===== src/rtl/rv32i_pkg.sv =====
// rtl/rv32i_pkg.sv - RV32I instruction-class types, opcodes and NOP shared by the pipeline control
package rv32i_pkg;

    typedef enum logic [2:0] {
        R_TYPE = 3'd0,
        I_TYPE = 3'd1,
        S_TYPE = 3'd2,
        B_TYPE = 3'd3,
        U_TYPE = 3'd4,
        J_TYPE = 3'd5
    } instr_type_t;

    localparam logic [6:0] OP_R      = 7'b0110011;
    localparam logic [6:0] OP_IMM    = 7'b0010011;
    localparam logic [6:0] OP_LOAD   = 7'b0000011;
    localparam logic [6:0] OP_JALR   = 7'b1100111;
    localparam logic [6:0] OP_STORE  = 7'b0100011;
    localparam logic [6:0] OP_BRANCH = 7'b1100011;
    localparam logic [6:0] OP_LUI    = 7'b0110111;
    localparam logic [6:0] OP_AUIPC  = 7'b0010111;
    localparam logic [6:0] OP_JAL    = 7'b1101111;

    // addi x0, x0, 0
    localparam logic [31:0] NOP_INSTR = 32'h0000_0013;

    // Stores and branches have no destination register.
    function automatic logic writes_rd(input instr_type_t t);
        return !((t == S_TYPE) || (t == B_TYPE));
    endfunction

endpackage


===== src/rtl/rv32i_type_decode.sv =====
// rtl/rv32i_type_decode.sv - combinational opcode to instruction-class and destination decode
module rv32i_type_decode
    import rv32i_pkg::*;
#(
    parameter int REG_WIDTH = 5
) (
    input  logic [6:0]           opcode,
    input  logic [4:0]           rd_field,
    output instr_type_t          itype,
    output logic [REG_WIDTH-1:0] rd
);

    always_comb begin
        itype = S_TYPE;
        case (opcode)
            OP_R:                       itype = R_TYPE;
            OP_IMM, OP_LOAD, OP_JALR:   itype = I_TYPE;
            OP_STORE:                   itype = S_TYPE;
            OP_BRANCH:                  itype = B_TYPE;
            OP_LUI, OP_AUIPC:           itype = U_TYPE;
            OP_JAL:                     itype = J_TYPE;
            default:                    itype = S_TYPE;
        endcase
    end

    // Unknown opcodes fall into S_TYPE so they never write a register.
    always_comb begin
        rd = '0;
        if (writes_rd(itype)) begin
            rd = REG_WIDTH'(rd_field);
        end
    end

endmodule


===== src/rtl/pipe_stage_ctrl.sv =====
// rtl/pipe_stage_ctrl.sv - PC and F/D, D/E, E/M pipeline-register control with stall, flush and redirect
module pipe_stage_ctrl
    import rv32i_pkg::*;
#(
    parameter int              XLEN      = 32,
    parameter int              REG_WIDTH = 5,
    parameter logic [XLEN-1:0] RESET_PC  = 32'h0000_0000
) (
    input  logic                 clk,
    input  logic                 rst,
    input  logic [XLEN-1:0]      instrF,
    input  logic                 stallD,
    input  logic                 flushE,
    input  logic                 branch_takenE,
    input  logic [XLEN-1:0]      branch_targetE,
    output logic [XLEN-1:0]      pcF,
    output logic [XLEN-1:0]      instrD,
    output logic [XLEN-1:0]      pcD,
    output logic                 validD,
    output logic [REG_WIDTH-1:0] Rs1D,
    output logic [REG_WIDTH-1:0] Rs2D,
    output logic [REG_WIDTH-1:0] RdE,
    output logic [REG_WIDTH-1:0] RdM,
    output instr_type_t          regwriteE,
    output logic                 validE,
    output logic                 validM
);

    localparam logic [XLEN-1:0] NOP_X  = XLEN'(NOP_INSTR);
    localparam logic [XLEN-1:0] PC_INC = XLEN'(4);

    instr_type_t          typeD;
    logic [REG_WIDTH-1:0] RdD;

    rv32i_type_decode #(
        .REG_WIDTH (REG_WIDTH)
    ) u_decode (
        .opcode   (instrD[6:0]),
        .rd_field (instrD[11:7]),
        .itype    (typeD),
        .rd       (RdD)
    );

    assign Rs1D = REG_WIDTH'(instrD[19:15]);
    assign Rs2D = REG_WIDTH'(instrD[24:20]);

    // Redirect beats stall; the adder wraps naturally at 2^XLEN.
    always_ff @(posedge clk or posedge rst) begin
        if (rst) begin
            pcF <= RESET_PC;
        end else if (branch_takenE) begin
            pcF <= branch_targetE;
        end else if (!stallD) begin
            pcF <= pcF + PC_INC;
        end
    end

    // F/D: a redirect squashes the wrong-path word but keeps pcD.
    always_ff @(posedge clk or posedge rst) begin
        if (rst) begin
            instrD <= NOP_X;
            pcD    <= RESET_PC;
            validD <= 1'b0;
        end else if (branch_takenE) begin
            instrD <= NOP_X;
            validD <= 1'b0;
        end else if (!stallD) begin
            instrD <= instrF;
            pcD    <= pcF;
            validD <= 1'b1;
        end
    end

    // D/E: a stall without flush lets D/E advance; the hazard unit
    // pairs stallD with flushE when a bubble is needed.
    always_ff @(posedge clk or posedge rst) begin
        if (rst) begin
            regwriteE <= S_TYPE;
            RdE       <= '0;
            validE    <= 1'b0;
        end else if (branch_takenE || flushE) begin
            regwriteE <= S_TYPE;
            RdE       <= '0;
            validE    <= 1'b0;
        end else begin
            regwriteE <= typeD;
            RdE       <= RdD;
            validE    <= validD;
        end
    end

    always_ff @(posedge clk or posedge rst) begin
        if (rst) begin
            RdM    <= '0;
            validM <= 1'b0;
        end else begin
            RdM    <= RdE;
            validM <= validE;
        end
    end

endmodule


===== config.mk =====
export PLATFORM = sky130hd
export DESIGN_NAME = pipe_stage_ctrl
export DESIGN_NICKNAME = d
export VERILOG_FILES = /design/src/rtl/rv32i_pkg.sv /design/src/rtl/rv32i_type_decode.sv /design/src/rtl/pipe_stage_ctrl.sv
export SDC_FILE = /design/constraint.sdc
export NUM_CORES = 1
export LEC_CHECK = 0
export CAP_MARGIN = 20
export CORE_MARGIN = 2
export CORE_UTILIZATION = 35
export DETAILED_ROUTE_END_ITERATION = 8
export GPL_TIMING_DRIVEN = 1
export HOLD_SLACK_MARGIN = 0.03
export PLACE_DENSITY = 0.69
export SYNTH_ARGS = -nofsm -noshare
export SYNTH_HDL_FRONTEND = slang
export SYNTH_SLANG_ARGS = --single-unit

===== constraint.sdc =====
create_clock -name clk -period 3.5 [get_ports clk]
set_input_delay 0.7 -clock clk [delete_from_list [all_inputs] [get_ports clk]]
set_output_delay 0.7 -clock clk [all_outputs]
set_load 0.01 [all_outputs]

## Yosys cells after proc, flatten, opt, wreduce, memory -nomap -nowiden

Index checks and enable logic that the tools add are counted.

| word-level totals | value |
|---|---|
| output and inout port bits | 122 |
| register bits after elaboration | 112 |
| bits of input ports | 69 |
| word-level logic and storage cells | 39 |

| operators by class | value |
|---|---|
| equality and inequality tests | 11 |
| mux-type cells | 11 |
| bitwise operators | 2 |
| add/subtract/negate cells | 1 |
| reductions and logical operators | 5 |

Operator list:

| kind | count |
|---|---|
| $mux W32 | 4 |
| $add A32 B3 Y32 const B | 1 |
| $eq A7 B7 Y1 const B | 3 |
| $pmux W3 S5 | 1 |
| $eq A7 B5 Y1 const B | 2 |
| $eq A7 B6 Y1 const B | 2 |
| $mux W5 | 2 |
| $eq A7 B2 Y1 const B | 1 |
| $eq A3 B2 Y1 const B | 2 |
| $mux W1 | 3 |
| $mux W3 | 1 |
| $reduce_or A3 Y1 | 1 |
| $logic_or A1 B1 Y1 | 2 |
| $ne A2 B1 Y1 const B | 1 |
| $not A1 Y1 | 2 |
| $reduce_and A2 Y1 | 1 |
| $reduce_or A2 Y1 | 1 |

## Longest topological paths before layout

Gate-level depths: netlist of run 1.

| logic depth | value |
|---|---|
| word-level depth | 7 |
| gate-level depth with buffers | 7 |
| gate-level depth less buffers | 5 |

## Cells and area by module

From an unflattened synthesis of run 1, not the netlist that was laid out.

| second synthesis, totals | value |
|---|---|
| cells, all modules | 432 |
| area total of the unflattened synthesis | 4998.5 µm² |

By module, submodules not included:

| module | seq. area each (µm²) | area each (µm²) | cells each | instances |
|---|---|---|---|---|
| pipe_stage_ctrl | 2807.7 | 4863.4 | 414 | 1 |
| rv32i_type_decode | 0.0 | 135.1 | 18 | 1 |

## Worst setup path before layout of run 1

OpenSTA, ideal clock, no wires.

| timing | value |
|---|---|
| path type | input port to flip-flop |
| from | input port stallD |
| to | register pcF[18] |
| required time | 3.418 ns |
| path buffers | 1 |
| arrival time | 2.123 ns |
| library setup time | 0.082 ns |
| setup slack | 1.296 ns |
| stages | 5 |
| cell sequence | nand4b_2 > or4_1 > buf_2 > or3_1 > a31oi_1 |

| on the way | value |
|---|---|
| cells in the longest elaborated chain, start to end | 1 |

Ends and longest elaborated chain:

| item | line | text |
|---|---|---|
| from (decl) | pipe_stage_ctrl.sv:12 | `input logic stallD,` |
| $ne A2 B1 Y1 (no source line) | - |  |
| to (signal assigned) | pipe_stage_ctrl.sv:52 | `pcF <= branch_targetE;` |
| to (signal assigned) | pipe_stage_ctrl.sv:54 | `pcF <= pcF + PC_INC;` |
| to (decl) | pipe_stage_ctrl.sv:16 | `output logic [XLEN-1:0] pcF,` |

No other way between the ends.
A chain may end at the register's enable or synchronous reset.

## Worst setup path in the final report of run 1

| timing | value |
|---|---|
| from | register pcF[2] |
| to | register pcF[26] |

| on the way | value |
|---|---|
| cells in the longest elaborated chain, start to end | 3 |

Ends and longest elaborated chain:

| item | line | text |
|---|---|---|
| $add A32 B3 Y32 | pipe_stage_ctrl.sv:54 |  |
| $mux W32 | pipe_stage_ctrl.sv:53 | `end else if (!stallD) begin` |
| $mux W32 | pipe_stage_ctrl.sv:51 | `end else if (branch_takenE) begin` |

No other way between the ends. The select of a mux whose other input is x is not followed.

==> results of run 1 <==
## area by class of cell
class                           count  area (um^2)  area share (%)
Clock buffer                       11        252.7           3.531
Clock inverter                      4        53.80          0.7516
Inverter                            9        37.54          0.5244
Multi-Input combinational cell    271         1847           25.80
Sequential cell                   112         2808           39.22
Tap cell                          180        225.2           3.146
Timing Repair Buffer              194         1934           27.02
## where the power goes
part	switching [W]	internal, W
clock network	0.000462	0.000592
logic	0.000267	0.000415
registers	0.000115	0.00143
## registers in the layout (all words and copies together), names as in the netlist
name,count
RdE,5
RdM,5
instrD,32
pcD,32
pcF,32
regwriteE,3
validD,1
validE,1
validM,1
## critical path, cell delays in order (launching register included)
cell and delay (ps):
dfrtp_1 500, ha_1 240, nand4b_2 190, or4_1 750
or4_1 540, a31oi_1 160
## worst paths after layout
check / slack, ps / to / cells past startpoint / from
worst max-delay path: 1040 / pcF[26]$_DFFE_PP0N_ / 5 / pcF[2]$_DFFE_PP0N_
worst min register to register: 380 / validM$_DFF_PP0_ / 0 / validE$_DFF_PP0_
max in group asynchronous: 2150 / pcD[3]$_DFFE_PP0P_ / 3 / rst
worst min-delay path: 380 / validM$_DFF_PP0_ / 0 / validE$_DFF_PP0_
worst max register to register: 1040 / pcF[26]$_DFFE_PP0N_ / 5 / pcF[2]$_DFFE_PP0N_
min in group asynchronous: 860 / instrD[7]$_DFFE_PP0N_ / 3 / rst
## synth_stat cells
master	instances	area share, %
buf_1	5	0.39
o211ai_1	5	0.77
nor3b_1	1	0.15
nor3_1	4	0.41
dfrtp_1	108	56
buf_2	3	0.31
and4_1	2	0.36
o21bai_1	1	0.15
nor2b_1	1	0.13
nand4_2	1	0.26
or3_1	5	0.65
nand4b_2	1	0.31
nand4_1	8	1.0
a31oi_1	11	1.4
and3_1	3	0.39
xnor2_1	8	1.4
nor4_1	3	0.39
clkbuf_1	14	1.1
o21ai_0	19	2.0
mux2i_1	33	6.8
xor2_1	4	0.72
o31ai_1	6	0.93
a21oi_1	3	0.31
a22oi_1	1	0.15
ha_1	1	0.26
inv_1	9	0.70
and3b_1	2	0.36
dfstp_2	4	2.2
buf_4	10	1.5
or4_1	14	2.2
clkbuf_2	1	0.10
nand3b_1	1	0.15
mux2_2	34	7.9
nand3_1	12	1.2
and2_1	7	0.90
nor2_1	46	3.6
nand2_1	34	2.6
## cell families (layout without fill, tap and decap cells)
logic type	Yosys count	after routing	share of synthesized area [%]
buffers and inverters	42	218	4.130
and+or+nand+nor	145	145	15.10
DFF	112	112	57.92
muxes	67	67	14.71
AOI/OAI and AO/OA	46	46	5.705
adders and majority gates	1	1	0.2581
xor gates and xnor gates	12	12	2.168
## through the flow
step | setup WS (ps) | util [%] | cells | power, W | cell area [um^2]
after global routing | 860.0 | 52.18 | 781 | 0.003436 | 7158
final | 1035 | 52.18 | 781 | 0.003277 | 7158
after CTS | 1036 | 52.18 | 781 | 0.003321 | 7158
after global placement | 916.0 | 49.94 | 766 | 0.002242 | 6852
after floorplan | 1296 | - | 425 | 0.001839 | 4851
after detailed placement | 871.9 | 49.94 | 766 | 0.002258 | 6852
## per-layer routing
metal	up-vias	global-route usage [%]	share of wire (%)
li1	1834	-	-
met1	1872	21.97	43
met2	116	26.93	49
met3	17	4.354	6.2
met4	0	6.681	2.1
met5	-	0	0
==> summary.md, run 1 <==
| Metric | Value |
|---|---|
| Syn Area/Cell | `11.41 um^2` |
| Most common cell after layout, fill and taps aside | `clkdlybuf4s50_1` |
| Leakage | `3.003 nW` |
| Crit path time final | `2465 ps` |
| Worst hold margin | `380.6 ps` |
| Distinct cells, synth | `37` |
| Seq/Total Area, Yosys | `57.92%` |
| RePlAce Congestion | `0.7854` |
| Final Max Slew Viols | `0` |
| Commonest cells after routing, fill and taps aside | `188 x clkdlybuf4s50_1, 108 x dfrtp_1, 45 x nor2_1` |
| CORE AREA | `13720 um^2` |
| Endpoints failing setup | `0` |
| Pwr dens | `457.8 nW/um^2` |
| Die Footprint | `14810 um^2` |
| CP Data Arrival Time | `2730 ps` |
| # port buffers | `190` |
| Worst Clk Skew | `6.547 ps` |
| Layout cells sized above 1 | `10.48%` |
| Vias in the first global route | `3806` |
| Post-Synthesis Cells | `425` |
| First-pass GRT wire length | `19660 um` |
| Initial antenna violation count | `0` |
| VDD IR max | `0.1972 mV` |
| Clock Tree Root | `clkbuf_16` |
| Rows | `43` |
| Critical path startpoint category | `flop` |
| Slew @ Worst Pin | `938.4 ps` |
| Via/cell ratio | `4.915` |
| Fill cells | `1218` |
| HPWL Detailed | `8445 um` |
| Max Root-Sink Buffers | `2` |
| Syn Std Cell Area | `4847 um^2` |
| Io pins | `191` |
| Die H | `121.7 um` |
| Clk_lat worst skew | `350 ps` |
| Total of max-cap violations | `0` |
| Area grow syn2layout | `47.68%` |
| Endpoint class of the critical path | `flop` |
| Vias | `3839` |
| RSZ-0062 raised after global routing | `no` |
| Ant. Diodes | `0` |
| Initial Util | `35.33%` |
| Largest net degree at the start of global routing | `113` |
| Post-CTS Hold Buffers | `0` |
| # H-tree levels | `3` |
| Post-Syn Nets | `495` |
| # DRC | `0` |
| Starting DRT DRC Count | `179` |
| Die W | `121.7 um` |
| HP Class | `reg -> reg` |
| Drt pass-1 iters | `4` |
| Count of state elements after synthesis | `112` |
| CTS clock-pin slew for the worst setup and hold paths | `70 ps` |
| DRT antenna net count | `0` |
| Synthesis Warnings | `0` |
| GR Overflow Total | `0` |
| Final #Nets | `667` |
| Fin crit share | `70.42%` |
| Total clock sinks | `112` |
| Outcome | `finished, final reports clean` |
| DR WL/cell | `15.36 um` |
| CTS tree | `yes` |
| Critical path required time | `3770 ps` |
| GR Util All Layers | `16.85%` |
| Setup TNS | `0 ps` |
| Post-CTS sizing | `0` |
| Post-CTS Setup Inserts | `0` |
| Final WL | `12000 um` |
| Rel. slew slack | `37.37%` |
| Final hold violation count | `0` |
| Number of CTS-inserted buffers | `9` |
| CP Max Fanout | `15` |
| Setup Crit Path Kind | `reg -> reg` |
| F_max | `405.8 MHz` |
Power figures use the tool's default switching activity.
==> run 2, diff against run 1 <==
clock period = 2.1 ns   (was 3.5 ns; I/O delays follow)
==> run 2 against run 1 <==
Sequential share of layout area down 1.4 points; final area up 3.7%; worst setup slack worse by 960 ps; via count up 2.3%; first-iteration DRC count up 1.1%; combinational power up 80%; worst hold slack better by 0.52 ps; critical path type unchanged; highest routed layer unchanged.
==> summary.md, run 2 (synthesis gave the netlist of run 1 again) <==
| Metric | Value |
|---|---|
| CP delay by family, top | `simple AND/OR/NAND/NOR gates (unchanged)` |
| Rows | `43 (unchanged)` |
| DRT antenna net count | `0 (unchanged)` |
| Die W | `121.7 um (unchanged)` |
| Max Root-Sink Buffers | `2 (unchanged)` |
| CTS clock-pin slew for the worst setup and hold paths | `70 ps (about the same)` |
| Total of max-cap violations | `0 (unchanged)` |
| Outcome | `finished, final reports clean (unchanged)` |
| Drt pass-1 iters | `4 (unchanged)` |
| Commonest cells after routing, fill and taps aside | `188 x clkdlybuf4s50_1, 108 x dfrtp_1, 45 x nor2_1 (unchanged)` |
| Max stage delay on crit path | `470 ps (was 750 ps)` |
| Crit path time final | `2021 ps (was 2465 ps)` |
| CP Buf/Inv Count | `1 (was 0)` |
| F_max | `494.7 MHz (was 405.8 MHz)` |
| CTS tree | `yes (unchanged)` |
| Critical path startpoint category | `flop (unchanged)` |
| Critical path required time | `2380 ps (was 3770 ps)` |
| Leakage | `3.158 nW (was 3.003 nW)` |
| CP Data Arrival Time | `2300 ps (was 2730 ps)` |
| Worst hold margin | `381.1 ps (was 380.6 ps)` |
| RePlAce Congestion | `0.7913 (was 0.7854)` |
| Fin crit share | `96.26% (was 70.42%)` |
| Via/cell ratio | `4.848 (was 4.915)` |
| Final hold violation count | `0 (unchanged)` |
| Clk_lat worst skew | `350 ps (about the same)` |
| CP max-delay cell | `or4_1 (unchanged)` |
| Slew @ Worst Pin | `485.6 ps (was 938.4 ps)` |
| Final Max Slew Viols | `0 (unchanged)` |
| Non-Filler Instances | `810 (was 781)` |
| Post-route cell area | `7421 um^2 (was 7158 um^2)` |
| Layout cells sized above 1 | `14.60% (was 10.48%)` |
| Ant. Diodes | `0 (unchanged)` |
| DR WL/cell | `15.25 um (was 15.36 um)` |
| Most common cell after layout, fill and taps aside | `clkdlybuf4s50_1 (unchanged)` |
| Clock power share | `34.1% (was 32.2%)` |
| Die H | `121.7 um (unchanged)` |
| CORE AREA | `13720 um^2 (unchanged)` |
| Vias in the first global route | `3965 (was 3806)` |
| Area grow syn2layout | `53.10% (was 47.68%)` |
| Final WL | `12350 um (was 12000 um)` |
| Post-Place Cells | `793 (was 766)` |
| Pwr dens | `771.8 nW/um^2 (was 457.8 nW/um^2)` |
| Sw Pwr | `0.001436 W (was 0.0008441 W)` |
| Worst Clk Skew | `8.158 ps (was 6.547 ps)` |
| Endpoint class of the critical path | `flop (unchanged)` |
| Endpoints failing setup | `0 (unchanged)` |
| Setup Crit Path Kind | `reg -> reg (unchanged)` |
| Fill cells | `1217 (was 1218)` |
| Rel. slew slack | `67.63% (was 37.37%)` |
| Post-Place Cell Area | `7067 um^2 (was 6852 um^2)` |
| Top Registers | `instrD (32), pcD (32), pcF (32) (unchanged)` |
| Die Footprint | `14810 um^2 (unchanged)` |
| First-pass GRT wire length | `19890 um (was 19660 um)` |
| GR Overflow Total | `0 (unchanged)` |
| Sw Share | `25.08% (was 25.76%)` |
| Total power | `0.005727 W (was 0.003277 W)` |
| HP Class | `reg -> reg (unchanged)` |
| # port buffers | `190 (unchanged)` |
| HPWL Detailed | `9018 um (was 8445 um)` |
| Initial antenna violation count | `0 (unchanged)` |
| Largest net degree at the start of global routing | `60 (was 113)` |
| P_int | `0.004291 W (was 0.002433 W)` |
| Finished Core Util | `54.09% (was 52.18%)` |
| VDD IR max | `0.6191 mV (was 0.1972 mV)` |
| CP Max Fanout | `10 (was 15)` |
| Initial Util | `35.33% (unchanged)` |
| Number of CTS-inserted buffers | `9 (unchanged)` |
| Starting DRT DRC Count | `181 (was 179)` |
| Cell mode on critical path | `or4_1 (unchanged)` |
| RSZ-0062 raised after global routing | `no (unchanged)` |
| GR Util All Layers | `17.03% (was 16.85%)` |
| Logic gate share of total power | `21.6% (was 20.8%)` |
| Vias | `3927 (was 3839)` |
| Clock Tree Root | `clkbuf_16 (unchanged)` |
| Critical-path cell list | `ha_2, nand4b_2, or4_1, buf_4, or4_1, a31oi_1 (was ha_1, nand4b_2, or4_1, or4_1, a31oi_1)` |
| Io pins | `191 (unchanged)` |
| # H-tree levels | `3 (unchanged)` |
| # DRC | `0 (unchanged)` |
| Total clock sinks | `112 (unchanged)` |
| Final #Nets | `695 (was 667)` |
| Sequential share of power | `44.3% (was 47.0%)` |
run 2: changes by cell type in the layout (fill, tap and decap cells not counted), sizes merged:
| cell | delta |
|---|---|
| clkbuf | -1 |
| clkinvlp | -1 |
| bufinv | +2 |
| buf | +28 |
| inv | +1 |
run 2: power by group through the flow:
| stage | registers, W | clock network [W] | logic (W) |
|---|---|---|---|
| final | 0.00254 | 0.00196 | 0.00123 |
| after global routing | 0.00257 | 0.00211 | 0.00134 |
| after CTS | 0.00254 | 0.00201 | 0.00125 |
| after detailed placement | 0.00258 | 0 | 0.00124 |
| after global placement | 0.00257 | 0 | 0.00123 |
| after floorplan | 0.00267 | 0 | 0.000392 |
run 2: repair_timing:
| item | CTS | global route |
|---|---|---|
| hold buffers | 0 | 0 |
| setup buffers | 0 | 1 |
| hold endpoints to repair | 0 | 0 |
| resized for setup | 0 | 1 |
| endpoints found under the setup margin | 0 | 2 |
run 2: cell type report:
class / instances / area [um^2] / share of cell area [%]
sequential: 112 / 2808 / 37.84
timing repair buffer: 222 / 2157 / 29.07
multi-input combinational: 271 / 1849 / 24.92
clock buffer: 10 / 229.0 / 3.085
tap: 180 / 225.2 / 3.035
clock inverter: 6 / 115.1 / 1.551
inverter: 9 / 37.54 / 0.5058
run 2: path summary, 6_finish.rpt:
check                                    from  slack (ps)                    end  cells after the start
max                        pcF[2]$_DFFE_PP0N_          80    pcF[26]$_DFFE_PP0N_                      6
min                          RdE[1]$_DFF_PP0_         380       RdM[1]$_DFF_PP0_                      0
max reg2reg                pcF[2]$_DFFE_PP0N_          80    pcF[26]$_DFFE_PP0N_                      6
min reg2reg                  RdE[1]$_DFF_PP0_         380       RdM[1]$_DFF_PP0_                      0
max in group asynchronous                 rst        1280    pcD[10]$_DFFE_PP0P_                      3
min in group asynchronous                 rst         530  instrD[6]$_DFFE_PP0N_                      3
run 2: worst reg2reg max path, delay by kind of cell, from the launching register on:
kind	cells	cell delay [ps]
AO/OA/AOI/OAI	1	170
adder cells (fa/ha/maj)	1	200
buffers and inverters	1	180
flip-flops	1	360
AND/OR/NAND/NOR	3	1040
run 2: stage by stage:
| stage | setup TNS [ps] | worst slack [ps] |
|---|---|---|
| global placement | -9.402 | -9.402 |
| floorplan | 0 | 22.99 |
| CTS | 0 | 43.18 |
| global route | 0 | 1.035 |
| finish | 0 | 78.63 |
| detailed placement | -92.92 | -38.10 |
run 2: metal layers:
layer  track usage (%)  vias up  share of wire (%)
met1             21.02     1909                 43
met5                 0        -                  0
li1                  -     1892                  -
met2             28.72      115                 49
met3             5.290       11                6.5
met4             5.101        0                1.3
==> run 3, diff against run 2 <==
CORE_MARGIN = unset   (was 2)
==> run 3 against run 2 <==
Global-route usage is 1.2 points higher; utilization increased by 1.4 points; first-iteration DRC count up 9.9%; non-clock buffer count fell by 2; clock-buffer cell count grew 1.
==> summary.md, run 3 (synthesis gave the netlist of run 1 again) <==
| Metric | Value |
|---|---|
| Outcome | `finished, final reports clean (unchanged)` |
| Via/cell ratio | `4.947 (was 4.848)` |
| CP Data Arrival Time | `2280 ps (was 2300 ps)` |
| VDD IR max | `0.3634 mV (was 0.6191 mV)` |
| Die W | `119.7 um (was 121.7 um)` |
| CTS tree | `yes (unchanged)` |
| Crit path time final | `2003 ps (was 2021 ps)` |
| Vias in the first global route | `3994 (was 3965)` |
| First-pass GRT wire length | `20620 um (was 19890 um)` |
| GR Util All Layers | `18.27% (was 17.03%)` |
| Logic gate share of total power | `21.7% (was 21.6%)` |
| P_int | `0.004318 W (was 0.004291 W)` |
| Clock power share | `34.2% (was 34.1%)` |
| Fin crit share | `95.40% (was 96.26%)` |
| Drt pass-1 iters | `4 (unchanged)` |
| Reg2Reg Depth | `6 (unchanged)` |
| Initial Util | `36.17% (was 35.33%)` |
| Slew @ Worst Pin | `921.4 ps (was 485.6 ps)` |
| Rel. slew slack | `38.50% (was 67.63%)` |
| Sequential share of power | `44.1% (was 44.3%)` |
| Max Root-Sink Buffers | `2 (unchanged)` |
| Endpoint class of the critical path | `flop (unchanged)` |
| Endpoints failing setup | `0 (unchanged)` |
| Ant. Diodes | `0 (unchanged)` |
| Die Footprint | `14320 um^2 (was 14810 um^2)` |
| Number of CTS-inserted buffers | `9 (unchanged)` |
| CTS clock-pin slew for the worst setup and hold paths | `70 ps (about the same)` |
| Critical path startpoint category | `flop (unchanged)` |
| CORE AREA | `13400 um^2 (was 13720 um^2)` |
| Setup Crit Path Kind | `reg -> reg (unchanged)` |
| Commonest cells after routing, fill and taps aside | `188 x clkdlybuf4s50_1, 108 x dfrtp_1, 45 x nor2_1 (unchanged)` |
| Total clock sinks | `112 (unchanged)` |
| Initial antenna violation count | `0 (unchanged)` |
| Most common cell after layout, fill and taps aside | `clkdlybuf4s50_1 (unchanged)` |
| Io pins | `191 (unchanged)` |
| DRT antenna net count | `0 (unchanged)` |
| Worst Clk Skew | `7.321 ps (was 8.158 ps)` |
| Setup TNS | `0 ps (unchanged)` |
| Top Registers | `instrD (32), pcD (32), pcF (32) (unchanged)` |
| HPWL Detailed | `8961 um (was 9018 um)` |
| Area grow syn2layout | `53.33% (was 53.10%)` |
| Die H | `119.7 um (was 121.7 um)` |
| Critical path required time | `2370 ps (was 2380 ps)` |
| Leakage | `3.158 nW (about the same)` |
| DR WL/cell | `15.59 um (was 15.25 um)` |
| RePlAce Congestion | `0.7772 (was 0.7913)` |
| Final WL | `12530 um (was 12350 um)` |
| # DRC | `0 (unchanged)` |
| Final Max Slew Viols | `0 (unchanged)` |
| Clk_lat worst skew | `350 ps (about the same)` |
| GR Overflow Total | `0 (unchanged)` |
| Largest net degree at the start of global routing | `47 (was 60)` |
| FF/Latch Area | `2808 um^2 (unchanged)` |
| Sw Pwr | `0.001428 W (was 0.001436 W)` |
| Worst hold margin | `374.1 ps (was 381.1 ps)` |
| Area taken by multi-input logic gates | `1857 um^2 (was 1849 um^2)` |
| Setup ws final | `96.62 ps (was 78.63 ps)` |
| Vias | `3977 (was 3927)` |
| Pwr dens | `773.2 nW/um^2 (was 771.8 nW/um^2)` |
| Layout cells sized above 1 | `14.65% (was 14.60%)` |
| # H-tree levels | `3 (unchanged)` |
| Final hold violation count | `0 (unchanged)` |
| Sw Share | `24.86% (was 25.08%)` |
| Final #Nets | `693 (was 695)` |
| Fill cells | `1149 (was 1217)` |
| Clock Tree Root | `clkbuf_16 (unchanged)` |
| CP Max Fanout | `17 (was 10)` |
| HP Class | `reg -> reg (unchanged)` |
| Total of max-cap violations | `0 (unchanged)` |
| F_max | `499.2 MHz (was 494.7 MHz)` |
| Rows | `42 (was 43)` |
| # port buffers | `190 (unchanged)` |
| Setup Slack @ Placement | `-27.55 ps (was -38.10 ps)` |
| Starting DRT DRC Count | `199 (was 181)` |
| Finished Core Util | `55.46% (was 54.09%)` |
| Cell depth of the worst hold path | `0 (unchanged)` |
[run 3: cell types whose count changed in the layout (fill, tap and decap cells not counted), sizes merged]
cell / change
clkinv: -1
inv: -1
buf: -2
clkbuf: +1
clkinvlp: +1
[run 3: final cells by class]
class / count / area share [%]
Clock buffer: 11 / 3.266
Clock inverter: 5 / 1.414
Multi-Input combinational cell: 271 / 24.98
Timing Repair Buffer: 220 / 29.09
Inverter: 9 / 0.5051
Sequential cell: 112 / 37.78
Tap cell: 176 / 2.963
[run 3: worst paths after layout]
kind / start / to / slack, ps
setup / recovery: pcF[2]$_DFFE_PP0N_ / pcF[31]$_DFFE_PP0N_ / 100
hold / removal: RdE[4]$_DFF_PP0_ / RdM[4]$_DFF_PP0_ / 370
setup reg to reg: pcF[2]$_DFFE_PP0N_ / pcF[31]$_DFFE_PP0N_ / 100
hold reg to reg: RdE[4]$_DFF_PP0_ / RdM[4]$_DFF_PP0_ / 370
max in group asynchronous: rst / instrD[0]$_DFFE_PP1N_ / 1070
min in group asynchronous: rst / instrD[10]$_DFFE_PP0N_ / 430
[run 3: critical path, cell delays in order (launching register included)]
cell and delay (ps):
dfrtp_1 360, buf_4 150, nand3b_1 110, or4_4 490, buf_6 170, or4_1 480, a31oi_1 170
[run 3: repair_timing]
action	in CTS	in global routing
resized for setup	0	5
hold buffers	0	0
buffers inserted	0	1
setup endpoints to repair	0	5
endpoints found under the hold margin	0	0
[run 3: per-layer routing]
layer,GRT usage [%],up-vias,wire length [um]
met5,0,-,0
met4,6.094,0,155
met3,4.848,10,821
met2,29.91,132,6098
met1,23.38,1949,5457
li1,-,1886,-
[run 3: through the flow]
| step | power, W | area (um^2) | cells |
|---|---|---|---|
| after floorplan | 0.003065 | 4851 | 425 |
| after global placement | 0.003796 | 7059 | 787 |
| after detailed placement | 0.003824 | 7059 | 787 |
| after CTS | 0.005813 | 7407 | 803 |
| after global routing | 0.006001 | 7432 | 804 |
| final | 0.005746 | 7432 | 804 |
[run 3: power groups by stage]
stage | clock, W | sequential [W] | combinational (W)
after floorplan | 0 | 0.00267 | 0.000392
after global placement | 0 | 0.00256 | 0.00123
after detailed placement | 0 | 0.00258 | 0.00125
after CTS | 0.00202 | 0.00254 | 0.00126
after global routing | 0.00209 | 0.00257 | 0.00134
final | 0.00197 | 0.00253 | 0.00125
==> edit 1: new RTL, config.mk and constraints of run 2 <==
`REG_WIDTH` is set to 5 in 2 places; all go to 10.
--- a/src/rtl/rv32i_type_decode.sv
+++ b/src/rtl/rv32i_type_decode.sv
@@ -3,5 +3,5 @@
     import rv32i_pkg::*;
 #(
-    parameter int REG_WIDTH = 5
+    parameter int REG_WIDTH = 10
 ) (
     input  logic [6:0]           opcode,
--- a/src/rtl/pipe_stage_ctrl.sv
+++ b/src/rtl/pipe_stage_ctrl.sv
@@ -4,5 +4,5 @@
 #(
     parameter int              XLEN      = 32,
-    parameter int              REG_WIDTH = 5,
+    parameter int              REG_WIDTH = 10,
     parameter logic [XLEN-1:0] RESET_PC  = 32'h0000_0000
 ) (
Ports: changed (resized RdE, RdM, Rs1D and Rs2D); port bits go from 191 to 211. The function was not compared with the original's and may differ.
==> edit 1 against run 2 <==
- final area is 2.0% higher
- power is 5.8% higher
- wire length is 8.7% higher
- sequential cell count stayed put
- setup slack better by 59 ps
- via count is 3.0% higher
- utilization is 0.23 points higher
- area after synthesis is 3.5% higher
- critical endpoint unchanged
==> edit 1: results (changes against run 2) <==
stage,metric,value,unit,change
clocking,Clock Tree Root,clkbuf_16,,unchanged
cells_and_area,"Net count, final",713,,was 695
worst_setup_path,largest fanout on the critical path,18,,was 10
drt,Iter 0 DRT Violations,137,,was 181
place,Placed Cells,810,,was 793
drt,vias post-DR,4043,,was 3927
worst_hold_path,Hold Path Class,reg2reg,,unchanged
logic_synthesis,adder and majority gate portion of the synthesized area,0.250,%,was 0.258%
drt,Vias/cell,4.88,,was 4.85
logic_synthesis,post-synthesis compound-gate area fraction,6.74,%,was 5.70%
clocking,Skew-Pair Late Insertion Delay,360,ps,
cells_and_area,layout cells sized above 1,14.5,%,was 14.6%
logic_synthesis,"Seq/Total Area, Yosys",56.0,%,was 57.9%
logic_synthesis,Syn Inst Count,445,,was 425
worst_setup_path,"Slowest-stage cell, CP",or4_4,,was or4_1
clocking,clk buf depth,2,,unchanged
pwr,Static Leakage,0.00322,uW,was 0.00316 uW
grt,vias in the first global route,4071,,was 3965
place,DP HPWL,10.1,mm,was 9.02 mm
logic_synthesis,xor/xnor share of the synthesized area,1.92,%,was 2.17%
logic_synthesis,ys flop type,dfrtp_1,,unchanged
worst_setup_path,Critical Path Max Stage Delay,650,ps,was 470 ps
worst_setup_path,Critical Path AT,2230,ps,was 2300 ps
logic_synthesis,Synth cell types,42,,was 37
logic_synthesis,fraction of registers with async set or reset after synthesis,100,%,unchanged
drt,Pre-antenna DRT Iters,4,,unchanged
grt,initial antenna violation count,0,,unchanged
place,GPL Wtd Cong,0.783,,was 0.791
logic_synthesis,Ys Warns,0,,unchanged
grt,first-pass GRT wire length,21.2,mm,was 19.9 mm
cells_and_area,Top Registers,"instrD: 32 flops, pcD: 32 flops, pcF: 32 flops",,unchanged
drt,Post-Route WL,13.4,mm,was 12.3 mm
worst_setup_path,Setup CP Type,reg2reg,,unchanged
logic_synthesis,synth top area cells,"dfrtp_1, mux2_2, mux2i_1",,unchanged
worst_setup_path,FF-to-FF Start,pcF[10]$_DFFE_PP0N_,,was pcF[2]$_DFFE_PP0N_
logic_synthesis,post-synthesis mux area share,14.4,%,was 14.7%
timing,"Hold Vio Cnt, Final",0,,unchanged
worst_hold_path,Worst Min Path Start,RdE[0]$_DFF_PP0_,,was RdE[1]$_DFF_PP0_
place,PortBufs,190,,unchanged
status,outcome,finished clean,,unchanged
cells_and_area,# fillers,1241,,was 1217
grt,largest net degree at the start of global routing,50,,was 60
clocking,Num CTS Buffers,9,,unchanged
clocking,H-tree depth,3,,unchanged
clocking,CTS clock-pin slew for the worst setup and hold paths,70,ps,about the same
logic_synthesis,Commonest cells post-synth,"dfrtp_1, nor2_1, mux2_2, mux2i_1, buf_4",,"was dfrtp_1, nor2_1, mux2_2, nand2_1, mux2i_1"
cells_and_area,Antenna diodes,0,,unchanged
grt,gr usage total,18.0,%,was 17.0%
timing,worst slew pin tran,501,ps,was 486 ps
pwr,worst vdd ir,0.601,mV,was 0.619 mV
timing,clock skew,7.68,ps,was 8.16 ps
-- edit 1: layer usage --
| layer | track usage [%] | vias to the layer above | wire, um |
|---|---|---|---|
| li1 | - | 1911 | - |
| met1 | 22.9 | 1973 | 5530 |
| met2 | 29.6 | 146 | 6790 |
| met3 | 6.09 | 13 | 962 |
| met4 | 4.26 | 0 | 149 |
| met5 | 0 | - | 0 |
-- edit 1: cells by family after synthesis --
kind of cell	count (synthesis)
compound gates	53
flops	112
xor+xnor	11
simple gates	137
other cells	1
mux	68
buf+inv	62
fa+ha+maj	1
-- edit 1: path summary, 6_finish.rpt --
kind	to	slack, ps	depth (start not counted)
max	pcF[26]$_DFFE_PP0N_	140	4
min	RdM[0]$_DFF_PP0_	370	0
max reg2reg	pcF[26]$_DFFE_PP0N_	140	4
min reg2reg	RdM[0]$_DFF_PP0_	370	0
max in group asynchronous	instrD[20]$_DFFE_PP0N_	1020	3
min in group asynchronous	instrD[11]$_DFFE_PP0N_	450	2
-- edit 1: layout make-up --
class | count | area, um2 | area share, %
clock inverter | 5 | 150 | 1.98
sequential | 112 | 2810 | 37.1
clock buffer | 11 | 253 | 3.34
multi-input combinational | 290 | 1950 | 25.7
tap | 180 | 225 | 2.98
timing repair buffer | 221 | 2150 | 28.4
inverter | 9 | 37.5 | 0.496
-- edit 1: power by group --
part	switching, uW	internal [uW]
logic	522	747
clock network	774	1470
registers	167	2380
-- edit 1: timing repair --
item                                    4_1_cts  5_1_grt
buffers inserted                              0        3
endpoints found under the setup margin        0        7
hold buffers                                  0        0
gates resized for setup                       0        2
-- edit 1: per-stage QoR --
step / setup WS, ps / hold slack [ps] / power [uW] / instance area [um2]
after detailed placement: 19.8 / 359 / 3860 / 7140
final: 138 / 373 / 6060 / 7570
after global routing: 31.6 / 390 / 6340 / 7570
after floorplan: 95.4 / 416 / 3110 / 5090
after global placement: 125 / 364 / 3830 / 7140
after CTS: 9.57 / 377 / 6140 / 7540
==> edit 2: new RTL, settings of run 2 <==
Without the edit above. Register the input `branch_targetE` before use, without a reset. The logic sees it one clock later. The other inputs are not delayed to match.
--- a/src/rtl/pipe_stage_ctrl.sv
+++ b/src/rtl/pipe_stage_ctrl.sv
@@ -30,4 +30,10 @@
     localparam logic [XLEN-1:0] PC_INC = XLEN'(4);
 
+    logic [XLEN-1:0] branch_targetE_q;
+
+    always_ff @(posedge clk) begin
+        branch_targetE_q <= branch_targetE;
+    end
+
     instr_type_t          typeD;
     logic [REG_WIDTH-1:0] RdD;
@@ -50,5 +56,5 @@
             pcF <= RESET_PC;
         end else if (branch_takenE) begin
-            pcF <= branch_targetE;
+            pcF <= branch_targetE_q;
         end else if (!stallD) begin
             pcF <= pcF + PC_INC;
Function: changed (Yosys sat finds a counterexample within 4 cycles, from zero or initial values and one cycle with rst high).
==> edit 2 against run 2 <==
- clock power grew 64%
- setup slack improved by 24 ps
- final area increased by 14%
- area after synthesis increased by 16%
- sequential cell count up 32
- register-to-register slack gained 110 ps
- wire length is 18% higher
- critical path depth is 5 lower
- power is 34% higher
- via count increased by 10%
- die area is 15% higher
- critical path type is now reg2out
- critical endpoint is now pcF[9]
==> edit 2: results (changes against run 2) <==
stage,metric,value,unit,change
status,outcome,finished clean,,unchanged
timing,final period utilization,95.1,%,was 96.3%
drt,wire per inst,16.3,um,was 15.2 um
cells_and_area,"Net count, final",737,,was 695
worst_setup_path,Setup CP Type,reg2out,,was reg2reg
grt,largest net degree at the start of global routing,62,,was 60
place,Placed Cells,864,,was 793
logic_synthesis,Commonest cells post-synth,"dfrtp_1, nor2_1, mux2_2, mux2i_1",,"was dfrtp_1, nor2_1, mux2_2, nand2_1, mux2i_1"
timing,clock skew,8.44,ps,was 8.16 ps
pwr,Static Leakage,0.00355,uW,was 0.00316 uW
grt,met3 Usage GRT,4.23,%,was 5.29%
clocking,Skew-Pair Late Insertion Delay,420,ps,was 350 ps
worst_setup_path,worst r2r path cells,4,,was 6
worst_setup_path,Critical Path AT,1580,ps,was 2300 ps
place,Place WS,228,ps,was -38.1 ps
grt,gr usage total,17.4,%,was 17.0%
worst_setup_path,CP endpoint,pcF[9],,was pcF[26]$_DFFE_PP0N_
grt,GR Util met1,22.6,%,was 21.0%
drt,Post-Route WL,14.6,mm,was 12.3 mm
logic_synthesis,Synthesized Nets,532,,was 495
drt,vias post-DR,4326,,was 3927
worst_hold_path,Worst Min Path Start,RdE[2]$_DFF_PP0_,,was RdE[1]$_DFF_PP0_
worst_setup_path,Critical Path Start,pcF[9]$_DFFE_PP0N_,,was pcF[2]$_DFFE_PP0N_
worst_setup_path,R2R Path End,pcF[23]$_DFFE_PP0N_,,was pcF[26]$_DFFE_PP0N_
timing,worst slew pin tran,466,ps,was 486 ps
[edit 2: cell count changes in the layout (fill, tap and decap cells not counted), sizes merged, moves of 4 or more]
cell / delta
or4: -8
dfxtp: +32
o311ai: +4
buf: -6
clkbuf: +10
nand3: +5
[edit 2: power by group through the flow]
| stage | registers [uW] | logic [uW] | clock network [uW] |
|---|---|---|---|
| floorplan | 3340 | 393 | 0 |
| global placement | 3250 | 1220 | 0 |
| detailed placement | 3260 | 1240 | 0 |
| CTS | 3210 | 1250 | 3290 |
| global route | 3250 | 1330 | 3400 |
| finish | 3210 | 1230 | 3210 |
[edit 2: cell type report]
cell class                 count  area, um2
sequential                   144       3450
antenna                        1       2.50
inverter                       7       30.0
multi-input combinational    281       1970
timing repair buffer         216       2110
clock buffer                  20        489
tap                          216        270
clock inverter                12        153
fill                        1360       7300
[edit 2: kinds of logic (layout without fill, tap and decap cells)]
kind of cell,after synthesis,after routing,share of synthesized area (%)
flops,144,144,61.4
simple gates,153,153,14.6
compound gates,47,47,5.35
fa+ha+maj,1,1,0.223
xor+xnor,13,13,2.03
mux,67,67,12.7
other cells,0,1,0
buf+inv,37,255,3.59
[edit 2: stage by stage]
| stage | cell area [um2] | total power [uW] | utilization [%] |
|---|---|---|---|
| 6_report | 8470 | 7650 | 53.7 |
| 5_1_grt | 8470 | 7980 | 53.7 |
| 3_3_place_gp | 7830 | 4470 | 49.7 |
| 4_1_cts | 8470 | 7750 | 53.7 |
| 2_1_floorplan | 5620 | 3730 | - |
| 3_5_place_dp | 7830 | 4500 | 49.7 |
[edit 2: layer usage]
layer  part of all wire (%)  up-vias
li1                       -     2048
met1                     44     2092
met2                     48      162
met3                    5.7       24
met4                    2.1        0
met5                      0        -
